[config.mk]
export PLATFORM = sky130hd
export DESIGN_NAME = fetch_ctrl_flat
export DESIGN_NICKNAME = d
export VERILOG_FILES = /design/src/rtl/fetch_ctrl_if.sv /design/src/rtl/fetch_ctrl.sv /design/src/flat_wrapper.sv
export SDC_FILE = /design/constraint.sdc
export NUM_CORES = 1
export LEC_CHECK = 0
export ABC_CLOCK_PERIOD_IN_PS = 6110
export BUFFER_PORTS_ARGS = -buffer_cell sky130_fd_sc_hd__buf_2
export CORE_MARGIN = 2
export CORE_UTILIZATION = 57
export DETAILED_ROUTE_END_ITERATION = 10
export PLACE_DENSITY = 0.93
export SYNTH_ARGS = -nofsm -noshare
export SYNTH_HDL_FRONTEND = slang
export SYNTH_SLANG_ARGS = --single-unit
[constraint.sdc]
create_clock -name clk -period 6.11 [get_ports clk]
set_clock_uncertainty 0.15 [all_clocks]
set_input_delay 0.611 -clock clk [delete_from_list [all_inputs] [get_ports clk]]
set_output_delay 0.611 -clock clk [all_outputs]
set_load 0.05 [all_outputs]
[src/rtl/fetch_ctrl_if.sv]
// ---------------------------------------------------------------------------
// fetch_ctrl_if
// Handshake bundle between the fetch sequencing controller and its
// neighbours (backend, branch predictor, fetch unit, decode queue).
//
//   Requests into the controller:
//     exc_valid/exc_pc          exception / trap redirect
//     mispred_valid/mispred_pc  backend mispredict redirect
//     bp_valid/bp_pc            predictor taken-branch redirect
//     halt_req                  level, request fetch halt
//     resume                    pulse, leave HALT
//     dq_pop                    decode queue popped one bundle
//   Controls out of the controller:
//     fetch_en, stall, redirect_en, redirect_pc, dq_flush,
//     halted, credits, err_credit
//
// modport master : the controller (fetch_ctrl)
// modport slave  : the environment driving requests / consuming controls
// ---------------------------------------------------------------------------
interface fetch_ctrl_if #(
    parameter int PC_W   = 32,
    parameter int QDEPTH = 4,
    parameter int CRED_W = $clog2(QDEPTH + 1)
);
    logic              exc_valid;
    logic [PC_W-1:0]   exc_pc;
    logic              mispred_valid;
    logic [PC_W-1:0]   mispred_pc;
    logic              bp_valid;
    logic [PC_W-1:0]   bp_pc;
    logic              halt_req;
    logic              resume;
    logic              dq_pop;

    logic              fetch_en;
    logic              stall;
    logic              redirect_en;
    logic [PC_W-1:0]   redirect_pc;
    logic              dq_flush;
    logic              halted;
    logic [CRED_W-1:0] credits;
    logic              err_credit;

    modport master (
        input  exc_valid, exc_pc, mispred_valid, mispred_pc,
               bp_valid, bp_pc, halt_req, resume, dq_pop,
        output fetch_en, stall, redirect_en, redirect_pc,
               dq_flush, halted, credits, err_credit
    );

    modport slave (
        output exc_valid, exc_pc, mispred_valid, mispred_pc,
               bp_valid, bp_pc, halt_req, resume, dq_pop,
        input  fetch_en, stall, redirect_en, redirect_pc,
               dq_flush, halted, credits, err_credit
    );
endinterface

[src/rtl/fetch_ctrl.sv]
// ---------------------------------------------------------------------------
// fetch_ctrl
// Sequencing controller for the two-wide fetch stage. Arbitrates redirect
// sources (exception > mispredict > predictor), gates fetch with a credit
// counter sized to the decode queue, runs the post-redirect drain window and
// the halt / resume sequence. All outputs are registered.
//
// Ports:
//   clk    clock, everything on posedge
//   reset  synchronous active-high reset
//   bus    fetch_ctrl_if.master (requests in, fetch/queue controls out)
// ---------------------------------------------------------------------------
module fetch_ctrl #(
    parameter int PC_W      = 32,
    parameter int QDEPTH    = 4,
    parameter int FETCH_LAT = 3,
    parameter int CRED_W    = $clog2(QDEPTH + 1)
) (
    input  logic          clk,
    input  logic          reset,
    fetch_ctrl_if.master  bus
);

    localparam int CNT_W = $clog2(FETCH_LAT + 1);
    localparam logic [CRED_W-1:0] QDEPTH_C = CRED_W'(QDEPTH);
    localparam logic [CNT_W-1:0]  LAT_C    = CNT_W'(FETCH_LAT);

    typedef enum logic [1:0] {
        ST_RUN        = 2'd0,
        ST_DRAIN      = 2'd1,
        ST_HALT_DRAIN = 2'd2,
        ST_HALT       = 2'd3
    } state_t;

    // Redirect targets are word aligned: low two bits dropped.
    function automatic logic [PC_W-1:0] align_pc(input logic [PC_W-1:0] pc);
        return {pc[PC_W-1:2], 2'b00};
    endfunction

    // Free-slot update: one issue consumes, one pop returns; saturates at both ends.
    function automatic logic [CRED_W-1:0] credit_update(
        input logic [CRED_W-1:0] cur,
        input logic              issue,
        input logic              pop
    );
        logic [CRED_W-1:0] res;
        res = cur;
        if (issue && !pop) begin
            if (cur != {CRED_W{1'b0}}) begin
                res = cur - CRED_W'(1);
            end else begin
                res = cur;
            end
        end else if (!issue && pop) begin
            if (cur != QDEPTH_C) begin
                res = cur + CRED_W'(1);
            end else begin
                res = cur;
            end
        end else begin
            res = cur;
        end
        return res;
    endfunction

    state_t            state_r, state_s;
    logic [CNT_W-1:0]  cnt_r, cnt_s;
    logic [CRED_W-1:0] credits_r, credits_s;
    logic              fetch_en_r, fetch_en_s;
    logic              stall_r, stall_s;
    logic              redirect_en_r, redirect_en_s;
    logic [PC_W-1:0]   redirect_pc_r, redirect_pc_s;
    logic              dq_flush_r, dq_flush_s;
    logic              halted_r, halted_s;
    logic              err_credit_r, err_credit_s;
    logic              pend_valid_r, pend_valid_s;
    logic              pend_exc_r, pend_exc_s;
    logic [PC_W-1:0]   pend_pc_r, pend_pc_s;

    logic              run_win_s;
    logic [PC_W-1:0]   run_pc_s;
    logic              bk_win_s;
    logic [PC_W-1:0]   bk_pc_s;
    logic              pop_err_s;
    logic              eff_valid_s;
    logic              eff_exc_s;
    logic [PC_W-1:0]   eff_pc_s;

    // Redirect arbitration: full priority in RUN, backend-only otherwise.
    always_comb begin
        run_win_s = bus.exc_valid | bus.mispred_valid | bus.bp_valid;
        bk_win_s  = bus.exc_valid | bus.mispred_valid;
        if (bus.exc_valid) begin
            run_pc_s = bus.exc_pc;
        end else if (bus.mispred_valid) begin
            run_pc_s = bus.mispred_pc;
        end else begin
            run_pc_s = bus.bp_pc;
        end
        if (bus.exc_valid) begin
            bk_pc_s = bus.exc_pc;
        end else begin
            bk_pc_s = bus.mispred_pc;
        end
        pop_err_s = bus.dq_pop & (credits_r == QDEPTH_C);
    end

    // Pending redirect seen while halted: exception outranks mispredict,
    // a newer request of equal rank replaces the older one.
    always_comb begin
        eff_valid_s = pend_valid_r;
        eff_exc_s   = pend_exc_r;
        eff_pc_s    = pend_pc_r;
        if (bus.exc_valid) begin
            eff_valid_s = 1'b1;
            eff_exc_s   = 1'b1;
            eff_pc_s    = bus.exc_pc;
        end else if (bus.mispred_valid && !(pend_valid_r && pend_exc_r)) begin
            eff_valid_s = 1'b1;
            eff_exc_s   = 1'b0;
            eff_pc_s    = bus.mispred_pc;
        end else begin
            eff_valid_s = pend_valid_r;
        end
    end

    // Next-state logic. cnt holds the drain cycles remaining, including the current one.
    always_comb begin
        state_s = state_r;
        cnt_s   = cnt_r;
        case (state_r)
            ST_RUN: begin
                if (run_win_s) begin
                    state_s = ST_DRAIN;
                    cnt_s   = LAT_C;
                end else if (bus.halt_req) begin
                    state_s = ST_HALT_DRAIN;
                    cnt_s   = LAT_C;
                end else begin
                    state_s = ST_RUN;
                end
            end
            ST_DRAIN: begin
                if (bk_win_s) begin
                    cnt_s = LAT_C;
                end else if (cnt_r <= CNT_W'(1)) begin
                    state_s = ST_RUN;
                    cnt_s   = {CNT_W{1'b0}};
                end else begin
                    cnt_s = cnt_r - CNT_W'(1);
                end
            end
            ST_HALT_DRAIN: begin
                if (bk_win_s) begin
                    state_s = ST_DRAIN;
                    cnt_s   = LAT_C;
                end else if (cnt_r <= CNT_W'(1)) begin
                    state_s = ST_HALT;
                    cnt_s   = {CNT_W{1'b0}};
                end else begin
                    cnt_s = cnt_r - CNT_W'(1);
                end
            end
            ST_HALT: begin
                if (bus.resume) begin
                    if (eff_valid_s) begin
                        state_s = ST_DRAIN;
                        cnt_s   = LAT_C;
                    end else begin
                        state_s = ST_RUN;
                    end
                end else begin
                    state_s = ST_HALT;
                end
            end
            default: begin
                state_s = ST_RUN;
                cnt_s   = {CNT_W{1'b0}};
            end
        endcase
    end

    // Output logic: next values of every registered output.
    always_comb begin
        fetch_en_s    = 1'b0;
        redirect_en_s = 1'b0;
        redirect_pc_s = redirect_pc_r;
        dq_flush_s    = 1'b0;
        credits_s     = credits_r;
        err_credit_s  = err_credit_r;
        pend_valid_s  = pend_valid_r;
        pend_exc_s    = pend_exc_r;
        pend_pc_s     = pend_pc_r;
        stall_s       = (state_s == ST_HALT);
        halted_s      = (state_s == ST_HALT);
        case (state_r)
            ST_RUN: begin
                credits_s    = credit_update(credits_r, fetch_en_r, bus.dq_pop);
                err_credit_s = err_credit_r | pop_err_s;
                if (run_win_s) begin
                    redirect_en_s = 1'b1;
                    redirect_pc_s = align_pc(run_pc_s);
                    dq_flush_s    = 1'b1;
                end else if (bus.halt_req) begin
                    fetch_en_s = 1'b0;
                end else begin
                    // Issue only if a slot remains after this cycle's update.
                    fetch_en_s = (credits_s != {CRED_W{1'b0}});
                end
            end
            ST_DRAIN: begin
                // Pops here belong to discarded bundles and are not counted.
                if (bk_win_s) begin
                    redirect_en_s = 1'b1;
                    redirect_pc_s = align_pc(bk_pc_s);
                    dq_flush_s    = 1'b1;
                end else if (cnt_r <= CNT_W'(1)) begin
                    credits_s  = QDEPTH_C;
                    fetch_en_s = ~bus.halt_req;
                end else begin
                    dq_flush_s = 1'b1;
                end
            end
            ST_HALT_DRAIN: begin
                credits_s    = credit_update(credits_r, fetch_en_r, bus.dq_pop);
                err_credit_s = err_credit_r | pop_err_s;
                if (bk_win_s) begin
                    redirect_en_s = 1'b1;
                    redirect_pc_s = align_pc(bk_pc_s);
                    dq_flush_s    = 1'b1;
                end else begin
                    dq_flush_s = 1'b0;
                end
            end
            ST_HALT: begin
                credits_s    = credit_update(credits_r, fetch_en_r, bus.dq_pop);
                err_credit_s = err_credit_r | pop_err_s;
                if (bus.resume && eff_valid_s) begin
                    redirect_en_s = 1'b1;
                    redirect_pc_s = align_pc(eff_pc_s);
                    dq_flush_s    = 1'b1;
                    pend_valid_s  = 1'b0;
                    pend_exc_s    = 1'b0;
                end else begin
                    pend_valid_s = eff_valid_s;
                    pend_exc_s   = eff_exc_s;
                    pend_pc_s    = eff_pc_s;
                end
            end
            default: begin
                credits_s = QDEPTH_C;
            end
        endcase
    end

    // State and output registers with synchronous reset.
    always_ff @(posedge clk) begin
        if (reset) begin
            state_r       <= ST_RUN;
            cnt_r         <= {CNT_W{1'b0}};
            credits_r     <= QDEPTH_C;
            fetch_en_r    <= 1'b0;
            stall_r       <= 1'b0;
            redirect_en_r <= 1'b0;
            redirect_pc_r <= {PC_W{1'b0}};
            dq_flush_r    <= 1'b0;
            halted_r      <= 1'b0;
            err_credit_r  <= 1'b0;
            pend_valid_r  <= 1'b0;
            pend_exc_r    <= 1'b0;
            pend_pc_r     <= {PC_W{1'b0}};
        end else begin
            state_r       <= state_s;
            cnt_r         <= cnt_s;
            credits_r     <= credits_s;
            fetch_en_r    <= fetch_en_s;
            stall_r       <= stall_s;
            redirect_en_r <= redirect_en_s;
            redirect_pc_r <= redirect_pc_s;
            dq_flush_r    <= dq_flush_s;
            halted_r      <= halted_s;
            err_credit_r  <= err_credit_s;
            pend_valid_r  <= pend_valid_s;
            pend_exc_r    <= pend_exc_s;
            pend_pc_r     <= pend_pc_s;
        end
    end

    assign bus.fetch_en    = fetch_en_r;
    assign bus.stall       = stall_r;
    assign bus.redirect_en = redirect_en_r;
    assign bus.redirect_pc = redirect_pc_r;
    assign bus.dq_flush    = dq_flush_r;
    assign bus.halted      = halted_r;
    assign bus.credits     = credits_r;
    assign bus.err_credit  = err_credit_r;

endmodule

[src/flat_wrapper.sv]
// flat-port wrapper written by rule: the top's interface ports become plain ports
module fetch_ctrl_flat 
#(
    parameter int PC_W      = 32,
    parameter int QDEPTH    = 4,
    parameter int FETCH_LAT = 3,
    parameter int CRED_W    = $clog2(QDEPTH + 1)
)
  (clk, reset, bus_exc_valid, bus_exc_pc, bus_mispred_valid, bus_mispred_pc, bus_bp_valid, bus_bp_pc, bus_halt_req, bus_resume, bus_dq_pop, bus_fetch_en, bus_stall, bus_redirect_en, bus_redirect_pc, bus_dq_flush, bus_halted, bus_credits, bus_err_credit);
  fetch_ctrl_if #(.PC_W(PC_W), .QDEPTH(QDEPTH), .CRED_W(CRED_W)) bus_i ();
  input  logic clk;
  input  logic reset;
  input wire logic [$bits(bus_i.exc_valid)-1:0] bus_exc_valid;
  input wire logic [$bits(bus_i.exc_pc)-1:0] bus_exc_pc;
  input wire logic [$bits(bus_i.mispred_valid)-1:0] bus_mispred_valid;
  input wire logic [$bits(bus_i.mispred_pc)-1:0] bus_mispred_pc;
  input wire logic [$bits(bus_i.bp_valid)-1:0] bus_bp_valid;
  input wire logic [$bits(bus_i.bp_pc)-1:0] bus_bp_pc;
  input wire logic [$bits(bus_i.halt_req)-1:0] bus_halt_req;
  input wire logic [$bits(bus_i.resume)-1:0] bus_resume;
  input wire logic [$bits(bus_i.dq_pop)-1:0] bus_dq_pop;
  output wire logic [$bits(bus_i.fetch_en)-1:0] bus_fetch_en;
  output wire logic [$bits(bus_i.stall)-1:0] bus_stall;
  output wire logic [$bits(bus_i.redirect_en)-1:0] bus_redirect_en;
  output wire logic [$bits(bus_i.redirect_pc)-1:0] bus_redirect_pc;
  output wire logic [$bits(bus_i.dq_flush)-1:0] bus_dq_flush;
  output wire logic [$bits(bus_i.halted)-1:0] bus_halted;
  output wire logic [$bits(bus_i.credits)-1:0] bus_credits;
  output wire logic [$bits(bus_i.err_credit)-1:0] bus_err_credit;
  assign bus_i.exc_valid = bus_exc_valid;
  assign bus_i.exc_pc = bus_exc_pc;
  assign bus_i.mispred_valid = bus_mispred_valid;
  assign bus_i.mispred_pc = bus_mispred_pc;
  assign bus_i.bp_valid = bus_bp_valid;
  assign bus_i.bp_pc = bus_bp_pc;
  assign bus_i.halt_req = bus_halt_req;
  assign bus_i.resume = bus_resume;
  assign bus_i.dq_pop = bus_dq_pop;
  assign bus_fetch_en = bus_i.fetch_en;
  assign bus_stall = bus_i.stall;
  assign bus_redirect_en = bus_i.redirect_en;
  assign bus_redirect_pc = bus_i.redirect_pc;
  assign bus_dq_flush = bus_i.dq_flush;
  assign bus_halted = bus_i.halted;
  assign bus_credits = bus_i.credits;
  assign bus_err_credit = bus_i.err_credit;
  fetch_ctrl #(.PC_W(PC_W), .QDEPTH(QDEPTH), .FETCH_LAT(FETCH_LAT), .CRED_W(CRED_W)) u_core (.clk(clk), .reset(reset), .bus(bus_i));
endmodule
==> impl_metrics.toml, run 1 <==
[synthesis]
synth_async_sr_flop_share = 0
muxShareOfSynthArea = 0.2004
synth_area_leaders = "dfxtp_1 29%, mux2_2 9.8%, a32o_1 6.0%"
synth_adder_area_share = 0.01932
synth_most_common_cell = "dfxtp_1"
yosys.cell_types.count = 46
synth_edf_count = 0
ys_ff_latch = 74
yosysSeqAreaShare = 0.2859
synth-xor-area-share = 0.001690
yosys.area.top_type_share = 0.2859
syn_inst = 595
synth_area_um2 = 5181
yosysTopAreaCell = "dfxtp_1"
synthFlopType = "dfxtp_1"
synthTopCellsByCount = "74 x dfxtp_1, 69 x nand2_1, 45 x mux2_2"
yosysWarnings = 0
synth_compound_area_frac = 0.2961
syn_avg_cell_area_um2 = 8.708
synth_top_family_by_area = "compound AO/OA/AOI/OAI gates"
synth-simple-area-share = 0.1101

[global_routing]
grt_pass1_vias = 4981
antenna_found_initial = 0
gr-total-overflow = 0
groute.usage.overall = 0.2841
grt_pass1_wl_um = 23270
grt_max_degree = 67

[route]
routedWlPerCell_um = 17.63
route.vias.total = 5080
postRouteAntennaNets = 0
drt_iter0_drc = 259
wl_um = 14180
drt_pass1_iterations = 6
vias_per_cell = 6.318
drcViolationCount = 0

[clock_network]
post_cts_resized = 0
cts_tree = "done"
cts_setup_buffers = 0
ctsHoldBuffers = 0
cts_max_path_buffers = 2
cts-root-buf = "clkbuf_8"
cts-htree-levels = 3
cts.sinks = 74
clk_pin_slew_ns = 0.09
clk_latency_ns = 0.35
cts_buffers = 9

[floorplanning]
start_util = 0.5912
core_um2 = 8763
die_h_um = 99.34
die_width_um = 99.34
die_area_um2 = 9868
io_pins = 145
rows = 34

[timing]
tns_ns = 0
hold_viol_final = 0
tightestPinTransition_ns = 1.250
rsz0062_at_grt = "no"
setup_viol = 0
fin_crit_sh = 0.5693
slew_headroom = 0.1633
drv_slew = 0
period_needed_ns = 3.478
max_freq_mhz = 287.5

[final_layout]
fin_util = 0.6802
drive_gt1_frac = 0.3261
nNetsFinal = 803
finalNonFillerCells = 804
diodes = 0
flow.area_growth_from_synthesis_pct = 15.04

[placement]
place_congestion = 0.8195
dp.cells = 788
portBuffers = 136
dpl.hpwl_um = 9399

[worst_hold_path]
hold_class = "reg -> reg"

[worst_setup_path]
crit_path_max_fanout = 21
cp.arrival_ns = 3.61
crit_slowest_cell = "nor3b_2"
crit_family = "simple AND/OR/NAND/NOR gates"
start_kind = "flip-flop"
cpPeakStageDelay_ns = 0.89
crit_required_ns = 6.24
crit_top_cell = "buf_4"
worstPathCellList = "ha_1 > buf_4 > nor3b_2 > buf_4 > a221o_1 > a32o_1"
end_kind = "flip-flop"
cp_num_buf_inv = 2
path_class = "reg -> reg"

[outcome]
outcome = "finished clean"

[job]
drv_cap = 0

[power_and_ir_drop]
intPower_uw = 837.7
p_switching_uw = 483.0
leakage_uw = 0.002807
switching_share = 0.3657
pwr-share-clk = 0.269
seqPwrFrac = 0.401
ir_worst_vdd_mv = 0.1382
p_per_area_nw_per_um2 = 221.6
power_frac_comb = 0.329
## flip-flops by register name (all words and copies together), names as in the netlist
| register | count |
|---|---|
| u_core.state_r | 2 |
| u_core.bus.credits | 3 |
| u_core.pend_exc_r | 1 |
| u_core.bus.redirect_en | 1 |
| u_core.pend_pc_r | 30 |
| u_core.bus.dq_flush | 1 |
| u_core.bus.fetch_en | 1 |
| u_core.bus.redirect_pc | 30 |
| u_core.bus.err_credit | 1 |
| u_core.cnt_r | 2 |
| u_core.pend_valid_r | 1 |
| u_core.bus.stall | 1 |
## cell type report
class | instances | area (um^2)
Sequential cell | 74 | 1481
Timing Repair Buffer | 144 | 743.2
Inverter | 38 | 142.6
Multi-Input combinational cell | 424 | 3279
Tap cell | 108 | 135.1
Fill cell | 687 | 2803
Clock inverter | 6 | 41.29
Clock buffer | 10 | 137.6
## worst reg2reg max path, cell delays in order (launching register included)
cell	delay, ns
dfxtp_1	0.44
ha_1	0.75
buf_4	0.41
nor3b_2	0.90
buf_4	0.39
a221o_1	0.20
a32o_1	0.18
## power groups by stage
stage	combinational (uW)	sequential [uW]	clock (uW)
global route	466	534	378
floorplan	224	638	0
CTS	433	530	359
detailed placement	432	542	0
finish	435	530	356
global placement	416	540	0
## cells in the final DEF, fill, tap and decap left out, types with 2 or more instances in the layout
cell type  Yosys  final
nor3b_2        0      2
o31ai_1       32     32
buf_2         25    135
nand2b_1       5      5
a21oi_1       11     10
nand3_1        3      3
buf_4          6      9
a31oi_1        2      2
clkinv_4       0      2
o31a_1         2      2
a32o_1        31     31
a41oi_1        2      2
clkbuf_8       0     10
inv_1         38     38
clkinv_2       0      3
and2_1         1      2
mux2_2        45     45
a22oi_1       32     32
dfxtp_1       74     74
mux2_4        14     14
a221o_1       30     30
ha_1           8      7
nand2_1       69     69
o21ai_0        4      4
o311a_1        2      2
conb_1         1      2
nor3_1         5      5
a21o_1        32     32
nor2_1        37     37
or3_1          2      2
mux2i_1       31     31
nor2b_1        5      5
## worst paths after layout
| check | from | to | slack, ns | depth (start not counted) |
|---|---|---|---|---|
| max reg2reg | u_core.state_r[0]$_SDFF_PP0_ | u_core.bus.redirect_pc[29]$_SDFFE_PP0P_ | 2.63 | 6 |
| max | u_core.state_r[0]$_SDFF_PP0_ | u_core.bus.redirect_pc[29]$_SDFFE_PP0P_ | 2.63 | 6 |
| min reg2reg | u_core.bus.redirect_pc[19]$_SDFFE_PP0P_ | u_core.bus.redirect_pc[19]$_SDFFE_PP0P_ | 0.32 | 1 |
| min | u_core.bus.redirect_pc[19]$_SDFFE_PP0P_ | u_core.bus.redirect_pc[19]$_SDFFE_PP0P_ | 0.32 | 1 |
## metal layers
layer,GRT usage,vias up,wire [um]
met1,0.3409,2421,5647
met3,0.04779,20,1132
met4,0.08957,0,180
met2,0.5161,231,7216
li1,-,2408,-
met5,0,-,0
## cells by family after synthesis
logic type,after synthesis
other,1
xor gates and xnor gates,1
DFF,74
adders and majority gates,8
muxes,91
buffers and inverters,98
AOI/OAI and AO/OA,188
and+or+nand+nor,134
## stage by stage
step / total power [uW] / hold WS (ns) / setup slack, ns / instance area (um^2)
floorplan: 862.3 / 0.2911 / 3.951 / 5185
global placement: 955.3 / 0.2914 / 2.617 / 5782
detailed placement: 973.1 / 0.2982 / 2.456 / 5782
CTS: 1322 / 0.3183 / 2.658 / 5961
global route: 1378 / 0.3273 / 2.444 / 5961
finish: 1321 / 0.3167 / 2.632 / 5961
No activity file was read; power rests on OpenSTA's default activity.
==> run 2, diff against run 1 <==
--- a/config.mk
+++ b/config.mk
@@ -5,12 +5,12 @@
 export SDC_FILE = /design/constraint.sdc
 export NUM_CORES = 1
 export LEC_CHECK = 0
-export ABC_CLOCK_PERIOD_IN_PS = 6110
+export ABC_CLOCK_PERIOD_IN_PS = 3400
 export BUFFER_PORTS_ARGS = -buffer_cell sky130_fd_sc_hd__buf_2
 export CORE_MARGIN = 2
-export CORE_UTILIZATION = 57
+export CORE_UTILIZATION = 53
 export DETAILED_ROUTE_END_ITERATION = 10
-export PLACE_DENSITY = 0.93
+export PLACE_DENSITY = 0.88
 export SYNTH_ARGS = -nofsm -noshare
 export SYNTH_HDL_FRONTEND = slang
 export SYNTH_SLANG_ARGS = --single-unit
==> constraint.sdc (replaced) <==
create_clock -name clk -period 3.4 [get_ports clk]
set_clock_uncertainty 0.15 [all_clocks]
set_input_delay 0.34 -clock clk [delete_from_list [all_inputs] [get_ports clk]]
set_output_delay 0.34 -clock clk [all_outputs]
set_load 0.05 [all_outputs]
==> run 2 against run 1 <==
Utilization shrank 4.8 points. Clock power is 120% higher. Non-clock buffer count rose by 4. Critical endpoint is now u_core.bus.redirect_pc[9]$_SDFFE_PP0P_.
==> impl_metrics.toml, run 2 (same netlist as run 1, synthesis figures left out) <==
[route]
postRouteAntennaNets = 0
routedWlPerCell_um = 16.99
drt_iter0_drc = 288
wl_um = 14150
drt_pass1_iterations = 6
route.vias.total = 5132
drcViolationCount = 0
vias_per_cell = 6.161

[floorplanning]
core_um2 = 9639
start_util = 0.5375
die_width_um = 102.9
io_pins = 145
die_area_um2 = 10580
die_h_um = 102.9
rows = 36

[clock_network]
clk_latency_ns = 0.36
cts_buffers = 9
cts.sinks = 74
cts_setup_buffers = 0
cts-htree-levels = 3
cts_max_path_buffers = 2
post_cts_resized = 0
clk_pin_slew_ns = 0.08
cts-root-buf = "clkbuf_8"
ctsHoldBuffers = 0
cts_tree = "done"

[worst_setup_path]
crit_required_ns = 3.55
end_kind = "flip-flop"
crit_start = "u_core.state_r[0]$_SDFF_PP0_"
crit_path_max_fanout = 34
reg2reg_from = "u_core.state_r[0]$_SDFF_PP0_"
cp.arrival_ns = 2.91
path_class = "reg -> reg"
start_kind = "flip-flop"

[power_and_ir_drop]
p_switching_uw = 849.7
ir_worst_vdd_mv = 0.2503
seqPwrFrac = 0.377
switching_share = 0.3363
leakage_uw = 0.002852
intPower_uw = 1677
pwr-share-clk = 0.312
power_frac_comb = 0.310
p_per_area_nw_per_um2 = 414.8

[final_layout]
drive_gt1_frac = 0.3286
final_cell_mix = "135 x buf_2, 74 x dfxtp_1, 69 x nand2_1"
flow.area_growth_from_synthesis_pct = 17.58
final_common_cell = "buf_2"
nNetsFinal = 807
diodes = 0
stdcell_area_um2 = 6092

[timing]
fin_hold_ws_ns = 0.08116
tns_ns = 0
hold_viol_final = 0
max_freq_mhz = 363.0
fin_crit_sh = 0.8103
setup_viol = 0
period_needed_ns = 2.755
rsz0062_at_grt = "no"
slew_headroom = 0.4160
tightestPinTransition_ns = 0.8760
drv_slew = 0

[placement]
dpl_cell_area_um2 = 5863
place_congestion = 0.9077
portBuffers = 136
dpl.hpwl_um = 9412

[worst_hold_path]
hold_start = "bus_resume"
hold_class = "in -> reg"

[outcome]
outcome = "finished clean"

[global_routing]
gr-total-overflow = 0
grt_pass1_wl_um = 22690
grt_max_degree = 68
antenna_found_initial = 0
grt_pass1_vias = 4969
groute.usage.overall = 0.2691

[job]
drv_cap = 0
[run 2: cell type report]
type,count,area [um^2]
fill,843,3547
clock buffer,12,155.1
sequential,74,1481
tap,133,166.4
timing repair buffer,148,785.8
inverter,38,142.6
clock inverter,4,73.82
multi-input combinational,424,3287
[run 2: worst max-delay path: stages (launching register included)]
cell,delay (ns)
dfxtp_1,0.44
inv_1,0.10
ha_2,0.83
o21ai_1,0.25
a21oi_4,0.35
buf_4,0.37
a32o_1,0.19
[run 2: path summary, 6_finish.rpt]
path / to / slack, ns / cells after the start
worst max-delay path: u_core.bus.redirect_pc[9]$_SDFFE_PP0P_ / 0.64 / 6
worst min-delay path: u_core.pend_valid_r$_SDFFE_PP0P_ / 0.08 / 2
worst max register to register: u_core.bus.redirect_pc[9]$_SDFFE_PP0P_ / 0.64 / 6
worst min register to register: u_core.bus.redirect_pc[19]$_SDFFE_PP0P_ / 0.31 / 1
[run 2: layer usage]
| metal | up-vias | routed length (um) | global-route usage | part of all wire |
|---|---|---|---|---|
| met5 | - | 0 | 0 | 0 |
| met4 | 0 | 268 | 0.1083 | 0.019 |
| met3 | 32 | 927 | 0.04610 | 0.066 |
| met2 | 209 | 7025 | 0.4827 | 0.50 |
| met1 | 2479 | 5928 | 0.3191 | 0.42 |
| li1 | 2412 | - | - | - |
[run 2: metrics by stage]
stage | util | worst slack, ns | instances | power, uW
2_1_floorplan | - | 1.410 | 596 | 1550
3_3_place_gp | 0.6083 | 0.7831 | 817 | 1725
3_5_place_dp | 0.6083 | 0.6852 | 817 | 1753
4_1_cts | 0.6320 | 0.6722 | 833 | 2539
5_1_grt | 0.6320 | 0.4703 | 833 | 2652
6_report | 0.6320 | 0.6450 | 833 | 2527
[run 2: power groups by stage]
stage	clock (uW)	sequential [uW]	combinational [uW]
3_3_place_gp	0	971	754
2_1_floorplan	0	1150	403
4_1_cts	803	954	782
5_1_grt	849	961	842
6_report	789	954	784
3_5_place_dp	0	974	779
